### config.mk
export PLATFORM = sky130hd
export DESIGN_NAME = button_input_reader_flat
export DESIGN_NICKNAME = d
export VERILOG_FILES = /design/src/rtl/button_input_reader_if.sv /design/src/rtl/button_input_reader.sv /design/src/flat_wrapper.sv
export SDC_FILE = /design/constraint.sdc
export NUM_CORES = 1
export LEC_CHECK = 0
export ABC_CLOCK_PERIOD_IN_PS = 2200
export CAP_MARGIN = 20
export CORE_MARGIN = 2
export CORE_UTILIZATION = 58
export CTS_CLUSTER_DIAMETER = 50
export DETAILED_ROUTE_END_ITERATION = 10
export PLACE_DENSITY = 0.8
export SLEW_MARGIN = 20
export SYNTH_ARGS = -nofsm -noshare
export SYNTH_HDL_FRONTEND = slang
export SYNTH_SLANG_ARGS = --single-unit
### constraint.sdc
create_clock -name CLK -period 2.2 [get_ports CLK]
set_input_delay 0.22 -clock CLK [delete_from_list [all_inputs] [get_ports CLK]]
set_output_delay 0.22 -clock CLK [all_outputs]
set_load 0.01 [all_outputs]
### src/rtl/button_input_reader_if.sv
// Signal bundle between the button conditioner and its user: raw pins and counter clear in,
// debounced levels, press/release strobes and packed per-channel press counts out.
interface button_input_reader_if #(
    parameter int NUM_BTN = 4
);
    logic [NUM_BTN-1:0]   BTN_RAW;
    logic                 CNT_CLR;
    logic [NUM_BTN-1:0]   BTN_LEVEL;
    logic [NUM_BTN-1:0]   BTN_PRESS;
    logic [NUM_BTN-1:0]   BTN_RELEASE;
    logic [NUM_BTN*8-1:0] PRESS_COUNT;

    modport master (
        output BTN_RAW,
        output CNT_CLR,
        input  BTN_LEVEL,
        input  BTN_PRESS,
        input  BTN_RELEASE,
        input  PRESS_COUNT
    );

    modport slave (
        input  BTN_RAW,
        input  CNT_CLR,
        output BTN_LEVEL,
        output BTN_PRESS,
        output BTN_RELEASE,
        output PRESS_COUNT
    );
endinterface

### src/rtl/button_input_reader.sv
// Per-channel push-button conditioner: 2-flop synchroniser, stable-count debounce,
// registered press/release strobes and an 8-bit wrapping press counter.
module button_input_reader #(
    parameter int NUM_BTN         = 4,
    parameter int DEBOUNCE_CYCLES = 1000000,
    parameter int BTN_ACTIVE_LOW  = 1
) (
    input logic                  CLK,
    input logic                  RST_N,
    button_input_reader_if.slave bus
);
    localparam int CW = (DEBOUNCE_CYCLES > 1) ? $clog2(DEBOUNCE_CYCLES) : 1;
    localparam logic [CW-1:0] CNT_LAST = CW'(DEBOUNCE_CYCLES - 1);
    localparam logic [NUM_BTN-1:0] IDLE_PIN = (BTN_ACTIVE_LOW != 0) ? '1 : '0;

    logic [NUM_BTN-1:0] sync1;
    logic [NUM_BTN-1:0] sync2;
    logic [NUM_BTN-1:0] samp;

    logic [NUM_BTN-1:0] level_q;
    logic [NUM_BTN-1:0] level_d;
    logic [NUM_BTN-1:0] press_q;
    logic [NUM_BTN-1:0] press_d;
    logic [NUM_BTN-1:0] release_q;
    logic [NUM_BTN-1:0] release_d;
    logic [CW-1:0]      cnt_q   [NUM_BTN];
    logic [CW-1:0]      cnt_d   [NUM_BTN];
    logic [7:0]         count_q [NUM_BTN];
    logic [7:0]         count_d [NUM_BTN];

    // Synchroniser resets to the idle pin level so reset release never looks like a press
    always_ff @(posedge CLK or negedge RST_N) begin
        if (!RST_N) begin
            sync1 <= IDLE_PIN;
            sync2 <= IDLE_PIN;
        end else begin
            sync1 <= bus.BTN_RAW;
            sync2 <= sync1;
        end
    end

    always_comb begin
        samp = (BTN_ACTIVE_LOW != 0) ? ~sync2 : sync2;
    end

    always_comb begin
        level_d   = level_q;
        press_d   = '0;
        release_d = '0;
        for (int unsigned i = 0; i < NUM_BTN; i++) begin
            cnt_d[i]   = '0;
            count_d[i] = count_q[i];
            if (samp[i] != level_q[i]) begin
                if (cnt_q[i] == CNT_LAST) begin
                    level_d[i]   = samp[i];
                    press_d[i]   = samp[i];
                    release_d[i] = ~samp[i];
                end else begin
                    cnt_d[i] = cnt_q[i] + CW'(1);
                end
            end
            // Clear takes priority over a press strobe arriving on the same cycle
            if (bus.CNT_CLR) begin
                count_d[i] = '0;
            end else if (press_q[i]) begin
                count_d[i] = count_q[i] + 8'd1;
            end
        end
    end

    always_ff @(posedge CLK or negedge RST_N) begin
        if (!RST_N) begin
            level_q   <= '0;
            press_q   <= '0;
            release_q <= '0;
            for (int unsigned i = 0; i < NUM_BTN; i++) begin
                cnt_q[i]   <= '0;
                count_q[i] <= '0;
            end
        end else begin
            level_q   <= level_d;
            press_q   <= press_d;
            release_q <= release_d;
            for (int unsigned i = 0; i < NUM_BTN; i++) begin
                cnt_q[i]   <= cnt_d[i];
                count_q[i] <= count_d[i];
            end
        end
    end

    assign bus.BTN_LEVEL   = level_q;
    assign bus.BTN_PRESS   = press_q;
    assign bus.BTN_RELEASE = release_q;

    always_comb begin
        bus.PRESS_COUNT = '0;
        for (int unsigned i = 0; i < NUM_BTN; i++) begin
            bus.PRESS_COUNT[8*i +: 8] = count_q[i];
        end
    end
endmodule
### src/flat_wrapper.sv
// flat-port wrapper written by rule: the top's interface ports become plain ports
module button_input_reader_flat 
#(
    parameter int NUM_BTN         = 4,
    parameter int DEBOUNCE_CYCLES = 1000000,
    parameter int BTN_ACTIVE_LOW  = 1
)
  (CLK, RST_N, bus_BTN_RAW, bus_CNT_CLR, bus_BTN_LEVEL, bus_BTN_PRESS, bus_BTN_RELEASE, bus_PRESS_COUNT);
  button_input_reader_if #(.NUM_BTN(NUM_BTN)) bus_i ();
  input logic CLK;
  input logic RST_N;
  input wire logic [$bits(bus_i.BTN_RAW)-1:0] bus_BTN_RAW;
  input wire logic [$bits(bus_i.CNT_CLR)-1:0] bus_CNT_CLR;
  output wire logic [$bits(bus_i.BTN_LEVEL)-1:0] bus_BTN_LEVEL;
  output wire logic [$bits(bus_i.BTN_PRESS)-1:0] bus_BTN_PRESS;
  output wire logic [$bits(bus_i.BTN_RELEASE)-1:0] bus_BTN_RELEASE;
  output wire logic [$bits(bus_i.PRESS_COUNT)-1:0] bus_PRESS_COUNT;
  assign bus_i.BTN_RAW = bus_BTN_RAW;
  assign bus_i.CNT_CLR = bus_CNT_CLR;
  assign bus_BTN_LEVEL = bus_i.BTN_LEVEL;
  assign bus_BTN_PRESS = bus_i.BTN_PRESS;
  assign bus_BTN_RELEASE = bus_i.BTN_RELEASE;
  assign bus_PRESS_COUNT = bus_i.PRESS_COUNT;
  button_input_reader #(.NUM_BTN(NUM_BTN), .DEBOUNCE_CYCLES(DEBOUNCE_CYCLES), .BTN_ACTIVE_LOW(BTN_ACTIVE_LOW)) u_core (.CLK(CLK), .RST_N(RST_N), .bus(bus_i));
endmodule
Word-level counts from Yosys, hierarchy flattened --
Index checks and enable logic that the tools add are counted.
Word-level totals: register bits after elaboration 132, input bits 7, logic and storage cells 77
Cells by class: add/sub/neg operators 8, eq/ne operators 8, multiplexer cells 32, bitwise logic cells 5, reduce and logical (&&, ||, !) cells 8
Operators with widths (number):
- 2-to-1 mux 20 bit | 8
- adder 20 x 1 -> 20 bit, second input constant | 4
- equality test 20 bit, second input constant | 4
- 2-to-1 mux 8 bit | 8
- adder 8 x 1 -> 8 bit, second input constant | 4
- 2-to-1 mux 1 bit | 16
- AND reduction 2 bit | 4
- nonzero test 2 bit | 4
- != test 1 bit | 4
- inverter 1 bit | 4
- inverter 4 bit | 1

Depth between registers and ports, before layout --
Gate-level depths: netlist (run 1).
depth in word-level cells 4, depth in mapped cells 6, gate-level depth less buffers 5

Worst setup path after synthesis (run 1) --
No wires, ideal clock.
path type reg2reg, from reg u_core.cnt_q[68] (netlist bit), to reg u_core.cnt_q[71] (netlist bit), arrival 1870 ps, data required time 2081 ps, slack 211 ps, cell stages (with the launch flop) 6, period minus slack after synthesis 1989 ps, cell sequence dfrtp_1 -> or4b_1 -> or4_4 -> o21ai_4 -> buf_6 -> nor2_1
RTL lines:
- from (decl) | line button_input_reader.sv:26 | logic [CW-1:0] cnt_q [NUM_BTN];
- from (signal, indexed assignment) | line button_input_reader.sv:85 | cnt_q[i] <= cnt_d[i];

==> metrics.yaml, run 1 <==
status: "completed"
grt_first_pass_wirelength_um: 21700
leakage_uw: 0.00303
worst_slew_pin_slew_ns: 0.644
yosysTopAreaCell: "dfrtp_1"
layout_common_cells: "124 x dfrtp_1, 94 x nor2_1, 49 x clkdlybuf4s50_1"
fin_util_pct: 72.3
ff2ff_path_depth: 4
synthTopCellsByArea: "dfrtp_1 50%, xnor2_1 6.5%, nor2_1 5.7%"
cts_buffers: 17
whs_path_depth: 1
wl_um: 12400
fmax_ghz: 0.489
p_int_uw: 4100
synth_seq_area_share_pct: 53.6
die_y_um: 107
p_seq_share_pct: 48.1
die-area_sq_um: 11500
maxCapViolCount: 0
synth_edf_count: 0
yosysTopAreaCellShare_pct: 50.2
setup_ws_ns: 0.155
yosys.cell_types.count: 44
ys.flop_type: "dfrtp_1"
io_buffers: 50
route.detailed.drc: 0
cts_tree: "yes"
avgViaCountPerCell: 5.74
final_max_slew_viol_count: 0
cp_max_fo: 4
pwr-share-clk_pct: 49.0
syn_nets: 619
required_ns: 2.61
p_switching_uw: 1080
htreeDepth: 4
vias: 4721
synthesis.area_sq_um: 6180
root_buffer: "clkbuf_8"
final_common_cell: "dfrtp_1"
async_flop_share_pct: 100
antenna_found_initial: 0
clk_latency_ns: 0.53
ir_worst_vdd_uv: 665
chipWidth_um: 107
row_count: 37
grt-ovfl-total: 0
hold_class: "in -> reg"
first_iter_violations: 237
start_util_pct: 59.8
finalHoldViolCount: 0
p_comb_share_pct: 3.0
setup_viol: 0
postSynthCellCount: 604
setup_tns_ns: 0
cts_sinks: 132
syn_area_per_cell_sq_um: 10.2
gp_congestion: 0.913
syn_to_final_growth_pct: 20.9
fin_crit_sh_pct: 93.0
first_pass_iters: 4
diodes: 0
path_clk_slew_ns: 0.05
fp.coreArea_sq_um: 10300
ant_nets: 0
place_worst_setup_slack_ns: 0.0745
clockBufferDepth: 2
reg2reg_slack_ns: 0.15
skew_ns: 0.00971
netSwitchingFraction_pct: 20.8
grt_max_degree: 37
cp-start-kind: "flip-flop"
power.density_nw_per_um2: 693
drive_gt1_share_pct: 8.89
grtUsageTotal_pct: 24.1
first_global_vias: 4710
end_kind: "flip-flop"
slew_headroom_pct: 56.7
io_pins: 51
wl_per_cell_um: 15.1
worstPathArrival_ns: 2.46
fin_crit_ns: 2.05
synth_warnings: 0
fin_nets: 688
yosys_register_bits: 132
dpl.hpwl_um: 8590
critPathKind: "reg -> reg"
rsz0062_at_grt: "false"
timing repair:
| action | in CTS | in global routing |
|---|---|---|
| buffers inserted | 0 | 0 |
| endpoints found under the setup margin | 0 | 1 |
| hold buffers | 1 | 0 |
| endpoints found under the hold margin | 32 | 0 |
| resized for setup | 0 | 1 |
routing by layer:
metal  global-route usage (%)  wire length [um]
met2                     39.1              6120
met3                     5.47               531
met1                     31.5              5580
met4                     9.28               181
met5                        0                 0
critical path: stages (launching register included):
cell and delay, ns:
dfrtp_1 0.41, or4b_1 0.52, or4_4 0.55, or2_1 0.27, and3_1 0.19
path summary, 6_finish.rpt:
check	from	endpoint
worst max-delay path	u_core.cnt_q[68]$_DFF_PN0_	u_core.cnt_q[61]$_DFF_PN0_
worst min-delay path	bus_BTN_RAW[0]	u_core.sync1[0]$_DFF_PN1_
worst max register to register	u_core.cnt_q[68]$_DFF_PN0_	u_core.cnt_q[61]$_DFF_PN0_
worst min register to register	u_core.sync1[2]$_DFF_PN1_	u_core.sync2[2]$_DFF_PN1_
max in group asynchronous	RST_N	u_core.sync2[3]$_DFF_PN1_
min in group asynchronous	RST_N	u_core.bus.PRESS_COUNT[16]$_DFFE_PN0P_
metrics by stage:
step | power (uW) | instances | cell area [sq um] | hold WS [ns]
2_1_floorplan | 2580 | 604 | 6180 | -0.0756
3_3_place_gp | 2680 | 789 | 6920 | 0.217
3_5_place_dp | 2690 | 789 | 6920 | 0.215
4_1_cts | 5230 | 822 | 7460 | 0.0795
5_1_grt | 5360 | 822 | 7470 | 0.0867
6_report | 5180 | 822 | 7470 | 0.102
final cells by class:
class / count / area, sq um
multi-input combinational: 442 / 2740
fill: 735 / 2860
timing repair buffer: 65 / 651
clock buffer: 27 / 482
tap: 136 / 170
sequential: 132 / 3310
clock inverter: 5 / 52.6
inverter: 15 / 56.3
flip-flops by register name (all words and copies together), names as in the netlist:
register                flops
u_core.bus.BTN_PRESS        4
u_core.bus.BTN_RELEASE      4
u_core.bus.PRESS_COUNT     32
u_core.bus.BTN_LEVEL        4
u_core.sync2                4
u_core.sync1                4
u_core.cnt_q               80
cell usage after synthesis, types with 2 or more instances:
library cell and instances:
or4_4 2, clkbuf_1 10, o31ai_2 2, ha_1 8
nor4b_1 2, nor2_1 94, xor2_1 34, dfrtp_1 124
nand4_1 28, nor3_1 18, mux2i_1 7, or4_1 11
inv_1 15, o21ai_0 18, xnor2_1 46, nand2_1 33
and2_1 4, and4_1 5, buf_2 4, nand4b_1 3
o31ai_1 6, and3_1 15, nand3_1 37, nand3b_1 3
or4b_1 3, dfstp_2 8, a21oi_1 22, or3_1 13
nor4_1 14
power by group through the flow:
| stage | Combinational (uW) | Clock [uW] | Sequential (uW) |
|---|---|---|---|
| after floorplan | 58.2 | 0 | 2520 |
| after detailed placement | 157 | 0 | 2530 |
| after global routing | 175 | 2690 | 2490 |
| after global placement | 151 | 0 | 2530 |
| after CTS | 159 | 2590 | 2490 |
| final | 154 | 2540 | 2490 |
cells by family after synthesis:
| family | Yosys count | share of synthesized area [%] |
|---|---|---|
| compound gates | 54 | 5.55 |
| xor+xnor | 80 | 11.3 |
| fa+ha+maj | 8 | 1.62 |
| buf+inv | 30 | 2.03 |
| flops | 132 | 53.6 |
| mux | 7 | 1.13 |
| simple gates | 293 | 24.7 |
No activity file was read; power rests on OpenSTA's default activity.
==> inputs of run 2 (changes only) <==
- CTS_CLUSTER_SIZE: not set -> 25
==> results of run 2 <==
No change in the layout: final DEF, timing and power equal those of run 1.
==> inputs of run 3 (changes only) <==
- GPL_TIMING_DRIVEN: not set -> 0
==> run 3 against run 2 <==
Core utilization grew 0.72 points. Clock-buffer cell count shrank 8. Routed wire length grew 5.4%. Cell count grew 0.61%. Sequential share of layout area shrank 0.43 points. Hold slack lost 0.0092 ns. Critical endpoint is now u_core.cnt_q[7]$_DFF_PN0_. Non-clock buffer count grew 5. Design area grew 0.99%. Sequential cell count is the same. Via count grew 2.3%. Critical path depth grew 1.
==> metrics.yaml, run 3 (synthesized netlist as in run 1, its figures left out) <==
pwr-share-clk_pct: 51.5
p_comb_share_pct: 2.8
gp_congestion: 0.811
grt_max_degree: 84
ant_nets: 0
n_fill_cell: 693
skew_ns: 0.00591
cts_tree: "yes"
final_common_cell: "dfrtp_1"
fin_crit_ns: 2.14
dpl.hpwl_um: 8410
cts_buffers: 17
slew_headroom_pct: 59.5
fmax_ghz: 0.467
wl_per_cell_um: 15.8
syn_to_final_growth_pct: 22.1
p_total_uw: 5440
finalHoldViolCount: 0
grt-ovfl-total: 0
critPathKind: "reg -> reg"
worst_slew_pin_slew_ns: 0.602
p_switching_uw: 1180
hold_start: "bus_BTN_RAW[0]"
crit_path_start: "u_core.cnt_q[13]$_DFF_PN0_"
regMostFlops: "u_core.cnt_q"
root_buffer: "clkbuf_8"
final_max_slew_viol_count: 0
vias: 4828
fin_nets: 693
chipWidth_um: 107
setup_viol: 0
die-area_sq_um: 11500
wl_um: 13100
crit_family: "simple AND/OR/NAND/NOR gates"
leakage_uw: 0.00303
fin_crit_sh_pct: 97.4
cp_num_buf_inv: 1
reg2reg_from: "u_core.cnt_q[13]$_DFF_PN0_"
crit_path_cell_trace: "nor4_1 > nand4_1 > o31ai_4 > buf_2 > nor2_1"
avgViaCountPerCell: 5.84
p_seq_share_pct: 45.7
layout_common_cells: "124 x dfrtp_1, 94 x nor2_1, 49 x clkdlybuf4s50_1"
htreeDepth: 4
rsz0062_at_grt: "false"
largest_reg_flops: 80
power.density_nw_per_um2: 721
row_count: 37
io_buffers: 50
first_pass_iters: 5
io_pins: 51
cp-start-kind: "flip-flop"
clockBufferDepth: 2
die_y_um: 107
grt_first_pass_wirelength_um: 22300
cp_max_fo: 10
drive_gt1_share_pct: 9.12
route.detailed.drc: 0
stdcell_count: 827
clk_latency_ns: 0.53
p_int_uw: 4260
antenna_found_initial: 0
status: "completed"
dp.cells: 791
maxCapViolCount: 0
cp_slowest_stage_delay_ns: 0.52
first_iter_violations: 325
cts_sinks: 132
end_kind: "flip-flop"
diodes: 0
first_global_vias: 4744
required_ns: 2.60
start_util_pct: 59.8
path_clk_slew_ns: 0.06
hold_class: "in -> reg"
grtUsageTotal_pct: 24.6
worstPathArrival_ns: 2.55
ir_worst_vdd_uv: 448
netSwitchingFraction_pct: 21.7
fp.coreArea_sq_um: 10300
crit_slowest_cell: "o31ai_4"
run 3: metrics by stage:
step	setup WS, ns	instance area, sq um	TNS [ns]	utilization [%]	hold WS, ns
floorplan	0.211	6180	0	-	-0.0756
global placement	-4.09	6850	-527.00	66.3	0.346
detailed placement	-0.0622	6880	-0.965	66.6	0.150
CTS	0.00930	7500	0	72.6	0.0723
global route	0.000655	7540	0	73.0	0.0837
finish	0.0578	7540	0	73.0	0.0925
run 3: layout make-up:
cell class | instances | area (sq um) | share of cell area (%)
sequential | 132 | 3310 | 43.9
multi-input combinational | 442 | 2760 | 36.6
clock inverter | 13 | 159 | 2.11
inverter | 15 | 56.3 | 0.747
buffer | 15 | 70.1 | 0.929
timing repair buffer | 55 | 578 | 7.67
clock buffer | 19 | 432 | 5.72
tap | 136 | 170 | 2.26
run 3: worst register-to-register path, cell delays in order, from the launching register on:
cell	delay (ns)
dfrtp_1	0.42
nor4_1	0.42
nand4_1	0.25
o31ai_4	0.52
buf_2	0.32
nor2_1	0.09
run 3: worst paths after layout:
check / endpoint / slack, ns / cells after the start
max: u_core.cnt_q[7]$_DFF_PN0_ / 0.06 / 5
min: u_core.sync1[0]$_DFF_PN1_ / 0.09 / 1
max reg2reg: u_core.cnt_q[7]$_DFF_PN0_ / 0.06 / 5
min reg2reg: u_core.sync2[0]$_DFF_PN1_ / 0.36 / 0
max in group asynchronous: u_core.sync1[3]$_DFF_PN1_ / 1.28 / 3
min in group asynchronous: u_core.cnt_q[24]$_DFF_PN0_ / 0.19 / 2
run 3: power by group through the flow:
| stage | logic (uW) | registers, uW | clock network [uW] |
|---|---|---|---|
| final | 152 | 2490 | 2800 |
| after global routing | 173 | 2490 | 2950 |
| after CTS | 149 | 2490 | 2840 |
| after detailed placement | 145 | 2530 | 0 |
| after global placement | 133 | 2530 | 0 |
| after floorplan | 58.2 | 2520 | 0 |
run 3: timing repair:
item | in CTS | in global routing
hold buffers | 1 | 0
setup endpoints to repair | 20 | 36
endpoints found under the hold margin | 49 | 0
resized for setup | 2 | 3
buffers inserted | 0 | 3
pin swaps | 0 | 3
run 3: metal layers:
layer  wire (um)  vias up  global-route usage [%]
met4         193        0                    7.88
met5           0        -                       0
met1        5750     2402                    31.6
met3         635       16                    6.69
met2        6500      124                    40.8
li1            -     2286                       -
